--- config.mk ---
export PLATFORM = sky130hd
export DESIGN_NAME = multdiv_ctrl
export DESIGN_NICKNAME = d
export VERILOG_FILES = /design/src/rtl/multdiv_ctrl.sv
export SDC_FILE = /design/constraint.sdc
export NUM_CORES = 1
export LEC_CHECK = 0
export BUFFER_PORTS_ARGS = -buffer_cell sky130_fd_sc_hd__buf_4
export CORE_ASPECT_RATIO = 1.1
export CORE_MARGIN = 5
export CORE_UTILIZATION = 42
export CTS_CLUSTER_SIZE = 25
export DETAILED_ROUTE_END_ITERATION = 7
export PLACE_DENSITY = 0.69
export SYNTH_ARGS = -nofsm -noshare
export SYNTH_HDL_FRONTEND = slang
export SYNTH_SLANG_ARGS = --single-unit
--- constraint.sdc ---
create_clock -name clock -period 2.5 [get_ports clock]
set_input_delay 0.125 -clock clock [delete_from_list [all_inputs] [get_ports clock]]
set_output_delay 0.125 -clock clock [all_outputs]
set_load 0.005 [all_outputs]
--- src/rtl/multdiv_ctrl.sv ---
// rtl/multdiv_ctrl.sv - sequencer for the shared multi-cycle multiply/divide unit
//
// Watches the XM stage for mul/div ALU instructions. It starts the shared
// unit, stalls the pipeline while the unit works, and hands one writeback
// request to the XM/MW result path. When the unit reports an exception, or
// when the watchdog expires, the write goes to $rstatus (r30) and carries an
// error code.
//
// Ports:
//   clock         in   system clock, rising edge
//   reset         in   synchronous, active-high reset
//   xm_is_alu     in   XM instruction has the ALU R-type opcode
//   xm_aluop      in   XM ALU op field (00110 mul, 00111 div)
//   xm_rd         in   XM destination register
//   md_ready      in   unit result valid (level or pulse)
//   md_exception  in   unit exception, qualified by md_ready
//   md_result     in   unit result, qualified by md_ready
//   ctrl_mult     out  one-cycle multiply start pulse
//   ctrl_div      out  one-cycle divide start pulse
//   stall         out  freezes PC, FD, DX and XM latches (combinational)
//   busy          out  controller not idle
//   wb_valid      out  one-cycle writeback request
//   wb_rd         out  writeback destination
//   wb_data       out  writeback data
//   timeout       out  sticky watchdog flag, cleared only by reset

module multdiv_ctrl #(
    parameter int CNT_W   = 6,
    parameter int TIMEOUT = 40,
    parameter int MUL_ERR = 4,
    parameter int DIV_ERR = 5
) (
    input  logic        clock,
    input  logic        reset,
    input  logic        xm_is_alu,
    input  logic [4:0]  xm_aluop,
    input  logic [4:0]  xm_rd,
    input  logic        md_ready,
    input  logic        md_exception,
    input  logic [31:0] md_result,
    output logic        ctrl_mult,
    output logic        ctrl_div,
    output logic        stall,
    output logic        busy,
    output logic        wb_valid,
    output logic [4:0]  wb_rd,
    output logic [31:0] wb_data,
    output logic        timeout
);

    localparam logic [4:0]       OP_MUL    = 5'b00110;
    localparam logic [4:0]       OP_DIV    = 5'b00111;
    localparam logic [4:0]       RSTATUS   = 5'd30;
    localparam logic [CNT_W-1:0] CNT_LIMIT = CNT_W'(TIMEOUT - 1);
    localparam logic [31:0]      MUL_CODE  = 32'(MUL_ERR);
    localparam logic [31:0]      DIV_CODE  = 32'(DIV_ERR);

    typedef enum logic [1:0] {
        S_IDLE  = 2'd0,
        S_START = 2'd1,
        S_WAIT  = 2'd2,
        S_DONE  = 2'd3
    } state_t;

    state_t            state;
    logic [CNT_W-1:0]  cnt;
    logic              is_div_q;
    logic [4:0]        rd_q;
    logic [31:0]       res_q;
    logic              exc_q;
    logic              md_issue;

    assign md_issue = xm_is_alu & ((xm_aluop == OP_MUL) | (xm_aluop == OP_DIV));

    // The detect term lets the stall begin in the same cycle the instruction
    // reaches XM. DONE is deliberately left out, so the finished mul/div
    // moves on at the DONE edge and IDLE never sees it a second time.
    assign stall = !reset & (((state == S_IDLE) & md_issue) |
                             (state == S_START) | (state == S_WAIT));

    assign busy = (state != S_IDLE);

    always_ff @(posedge clock) begin
        if (reset) begin
            state     <= S_IDLE;
            cnt       <= '0;
            is_div_q  <= 1'b0;
            rd_q      <= '0;
            res_q     <= '0;
            exc_q     <= 1'b0;
            ctrl_mult <= 1'b0;
            ctrl_div  <= 1'b0;
            wb_valid  <= 1'b0;
            wb_rd     <= '0;
            wb_data   <= '0;
            timeout   <= 1'b0;
        end else begin
            // Pulse outputs default low, so each one lasts a single cycle
            ctrl_mult <= 1'b0;
            ctrl_div  <= 1'b0;
            wb_valid  <= 1'b0;

            case (state)
                S_IDLE: begin
                    if (md_issue) begin
                        state     <= S_START;
                        is_div_q  <= xm_aluop[0];
                        rd_q      <= xm_rd;
                        // Registered here so the start pulse lines up with START
                        ctrl_mult <= !xm_aluop[0];
                        ctrl_div  <= xm_aluop[0];
                    end
                end

                S_START: begin
                    cnt   <= '0;
                    exc_q <= 1'b0;
                    state <= S_WAIT;
                end

                S_WAIT: begin
                    cnt <= cnt + 1'b1;
                    // A result that arrives on the limit cycle still completes normally
                    if (md_ready) begin
                        res_q <= md_result;
                        exc_q <= md_exception;
                        state <= S_DONE;
                    end else if (cnt == CNT_LIMIT) begin
                        exc_q   <= 1'b1;
                        timeout <= 1'b1;
                        state   <= S_DONE;
                    end
                end

                S_DONE: begin
                    wb_valid <= 1'b1;
                    if (exc_q) begin
                        wb_rd   <= RSTATUS;
                        wb_data <= is_div_q ? DIV_CODE : MUL_CODE;
                    end else begin
                        // rd 0 is still requested; the regfile drops r0 writes
                        wb_rd   <= rd_q;
                        wb_data <= res_q;
                    end
                    state <= S_IDLE;
                end

                default: state <= S_IDLE;
            endcase
        end
    end

endmodule
==> results.cfg <==
[clocking]
cts_setup_buffers = 0
cts-htree-levels = 3
clk_path_buf_depth = 2
worstSkewPairLatency_ps = 350
cts_tree = built
cts_buffers = 9
cts-root-buf = clkbuf_8
cts.sinks = 88
cts.clk_slew.worst_paths_ps = 80

[route]
routed_wl_um = 7700
via_per_inst = 4.79
firstDrtPassIters = 4
drt-initial-drc-count = 100
vias = 2807
wl_per_cell_um = 13.1
ant_nets = 0
drc = 0

[pwr]
p_int_mw = 2.15
ir_drop_mv = 0.425
leakagePower_nw = 1.87
power_density_nw_per_um2 = 689
seq_power_share_pct = 51.1
swShare_pct = 27.5
p_switching_mw = 0.817
pwr-share-comb_pct = 16.7
clkPwrFrac_pct = 32.2
power_mw = 2.97

[setup_path]
end_kind = primary output
worst-path-max-fanout = 9
path_class = reg2out
startpoint_type = flop
worst_ep_arrival_time_ps = 1890
critPathRequiredTime_ps = 2380
r2r_cells = 6

[sta]
worst_pin_slew_ps = 725
max_slew_margin_pct = 51.6
finalCritPeriodShare_pct = 80.5
slew_viol_final = 0
finalSetupViolCount = 0
skew_ps = 13.1
finalHoldViolations = 0
max_freq_mhz = 497
rsz0062_at_grt = no
post-route-min-period_ps = 2010
setup_tns_ps = 0

[die]
ios = 90
core.rowCount = 34
initial_utilization_pct = 42.8
die_y_um = 104
die_x_um = 95.1
die-area_um2 = 9860
core_um2 = 7830

[finish]
instances_no_fill = 586
n_antenna_cell = 0
area_delta_synth_final_pct = 28.7
fillers = 766
drive_gt1_share_pct = 25.1
nets = 526
fin_util_pct = 55.1

[global_routing]
overflow = 0
gr-usage-all-layers_pct = 16.3
antenna_found_initial = 0
grt_pass1_wl_um = 12900
grt_pass1_vias = 2803
grt_max_degree = 72

[place]
gp_congestion = 0.784
post-place-cells = 568
dp_hpwl_um = 5230
portBuffers = 89

[yosys]
synthesis.area_um2 = 3350
synth-seq-area-share_pct = 52.6
ys_ff_latch = 88
synth.avg_cell_area_um2 = 8.61
synthCells = 389
ys_types = 37
synth_nets = 442
ys_warn_count = 0

[run_status]
status = finished, final reports clean

[min_path]
min_path_cells = 3
hold_class = in2reg

[run]
max_cap_viol_count = 0
synth_stat cells:
| library cell | instances | share of area (%) |
|---|---|---|
| clkbuf_1 | 14 | 1.6 |
| nand2_1 | 68 | 7.6 |
| nand3b_1 | 1 | 0.22 |
| xor2_1 | 4 | 1.0 |
| and2b_1 | 13 | 2.9 |
| a21oi_1 | 66 | 9.9 |
| mux2i_1 | 8 | 2.4 |
| a2111o_1 | 1 | 0.34 |
| xnor2_1 | 1 | 0.26 |
| a211oi_1 | 4 | 0.90 |
| a211o_1 | 1 | 0.26 |
| a41oi_2 | 1 | 0.49 |
| o21a_1 | 1 | 0.22 |
| nand4_2 | 1 | 0.37 |
| inv_1 | 6 | 0.67 |
| dfxtp_1 | 88 | 53 |
| ha_1 | 6 | 2.2 |
| nand4_1 | 3 | 0.56 |
| or2b_1 | 1 | 0.22 |
| nor2_2 | 1 | 0.19 |
| and2b_2 | 1 | 0.26 |
| o31ai_1 | 1 | 0.22 |
| nor2b_1 | 21 | 3.9 |
| and2_1 | 1 | 0.19 |
| buf_2 | 7 | 1.0 |
| nand3_2 | 1 | 0.30 |
| o221a_2 | 1 | 0.34 |
| a21o_1 | 1 | 0.22 |
| nand2b_1 | 2 | 0.37 |
| clkbuf_2 | 2 | 0.30 |
| nor2_1 | 53 | 5.9 |
| buf_4 | 3 | 0.67 |
| nor3b_1 | 1 | 0.22 |
| o211a_1 | 1 | 0.30 |
| and3_2 | 1 | 0.22 |
| nor3_1 | 1 | 0.15 |
| o22ai_1 | 2 | 0.37 |
routing by layer:
metal,vias up,part of all wire [%],GRT usage [%],wire [µm]
met2,70,49,27.4,3770
li1,1433,-,-,-
met1,1295,45,19.9,3440
met3,9,5.3,3.77,405
met5,-,0,0,0
met4,0,1.2,5.88,89
power by group through the flow:
stage               clock network (mW)  logic (mW)  registers (mW)
CTS                              0.990       0.501            1.52
global placement                     0       0.487            1.54
finish                           0.957       0.497            1.52
global route                      1.06       0.553            1.52
detailed placement                   0       0.495            1.55
floorplan                            0       0.335            1.53
timing repair:
action,in CTS,in global routing
hold buffers,2,0
resized for setup,0,0
hold endpoints to repair,2,0
logic make-up (layout without fill, tap and decap cells):
| logic type | after synthesis | after routing | share of synthesized area, % |
|---|---|---|---|
| AND/OR/NAND/NOR | 170 | 170 | 23.7 |
| AO/OA/AOI/OAI | 80 | 80 | 13.5 |
| XOR/XNOR | 5 | 5 | 1.31 |
| flip-flops | 88 | 88 | 52.6 |
| adder cells (fa/ha/maj) | 6 | 6 | 2.24 |
| buffers and inverters | 32 | 121 | 4.26 |
| multiplexers | 8 | 8 | 2.39 |
area by class of cell:
class,count,area [µm²],share of cell area [%]
Inverter,6,22.5,0.522
Timing Repair Buffer,99,748,17.4
Tap cell,108,135,3.13
Sequential cell,88,1760,40.9
Clock buffer,10,128,2.96
Clock inverter,6,67.6,1.57
Multi-Input combinational cell,269,1450,33.6
cell usage in the layout, fill, tap and decap left out, types with 2 or more instances in the layout:
master,instances
mux2i_1,8
nand4_1,3
inv_1,6
buf_4,97
clkinvlp_4,2
nand2_1,68
nand2b_1,2
o22ai_1,2
and2b_1,13
a211oi_1,4
nor2b_1,20
clkbuf_8,9
ha_1,6
xor2_1,4
dfxtp_1,88
dlygate4sd3_1,2
a21oi_1,66
nor2_1,53
flip-flops by register name, indices dropped and copies added, names as in the netlist, 2 cells and up:
signal   count
cnt          6
wb_rd        5
wb_data     32
state        2
rd_q         5
res_q       32
final timing paths:
kind | startpoint | slack [ps] | to
worst max-delay path | state[0] | 490 | stall
worst min-delay path | xm_rd[2] | 10 | rd_q[2]
worst max register to register | state[0] | 810 | cnt[5]
worst min register to register | res_q[28] | 460 | res_q[28]
metrics by stage:
step	instance area (µm²)	setup WS, ps	hold WS, ps
after floorplan	3350	1050	204
after global placement	4100	927	314
after detailed placement	4100	851	317
after CTS	4310	457	0.0672
after global routing	4310	337	2.82
final	4310	488	11.5
worst max-delay path, cell delays in order (launching register included):
cell and delay, ps:
dfxtp_1 350, inv_1 120, ha_1 290, nand4_2 380, a21oi_1 270, buf_4 140
Power figures use the tool's default switching activity.
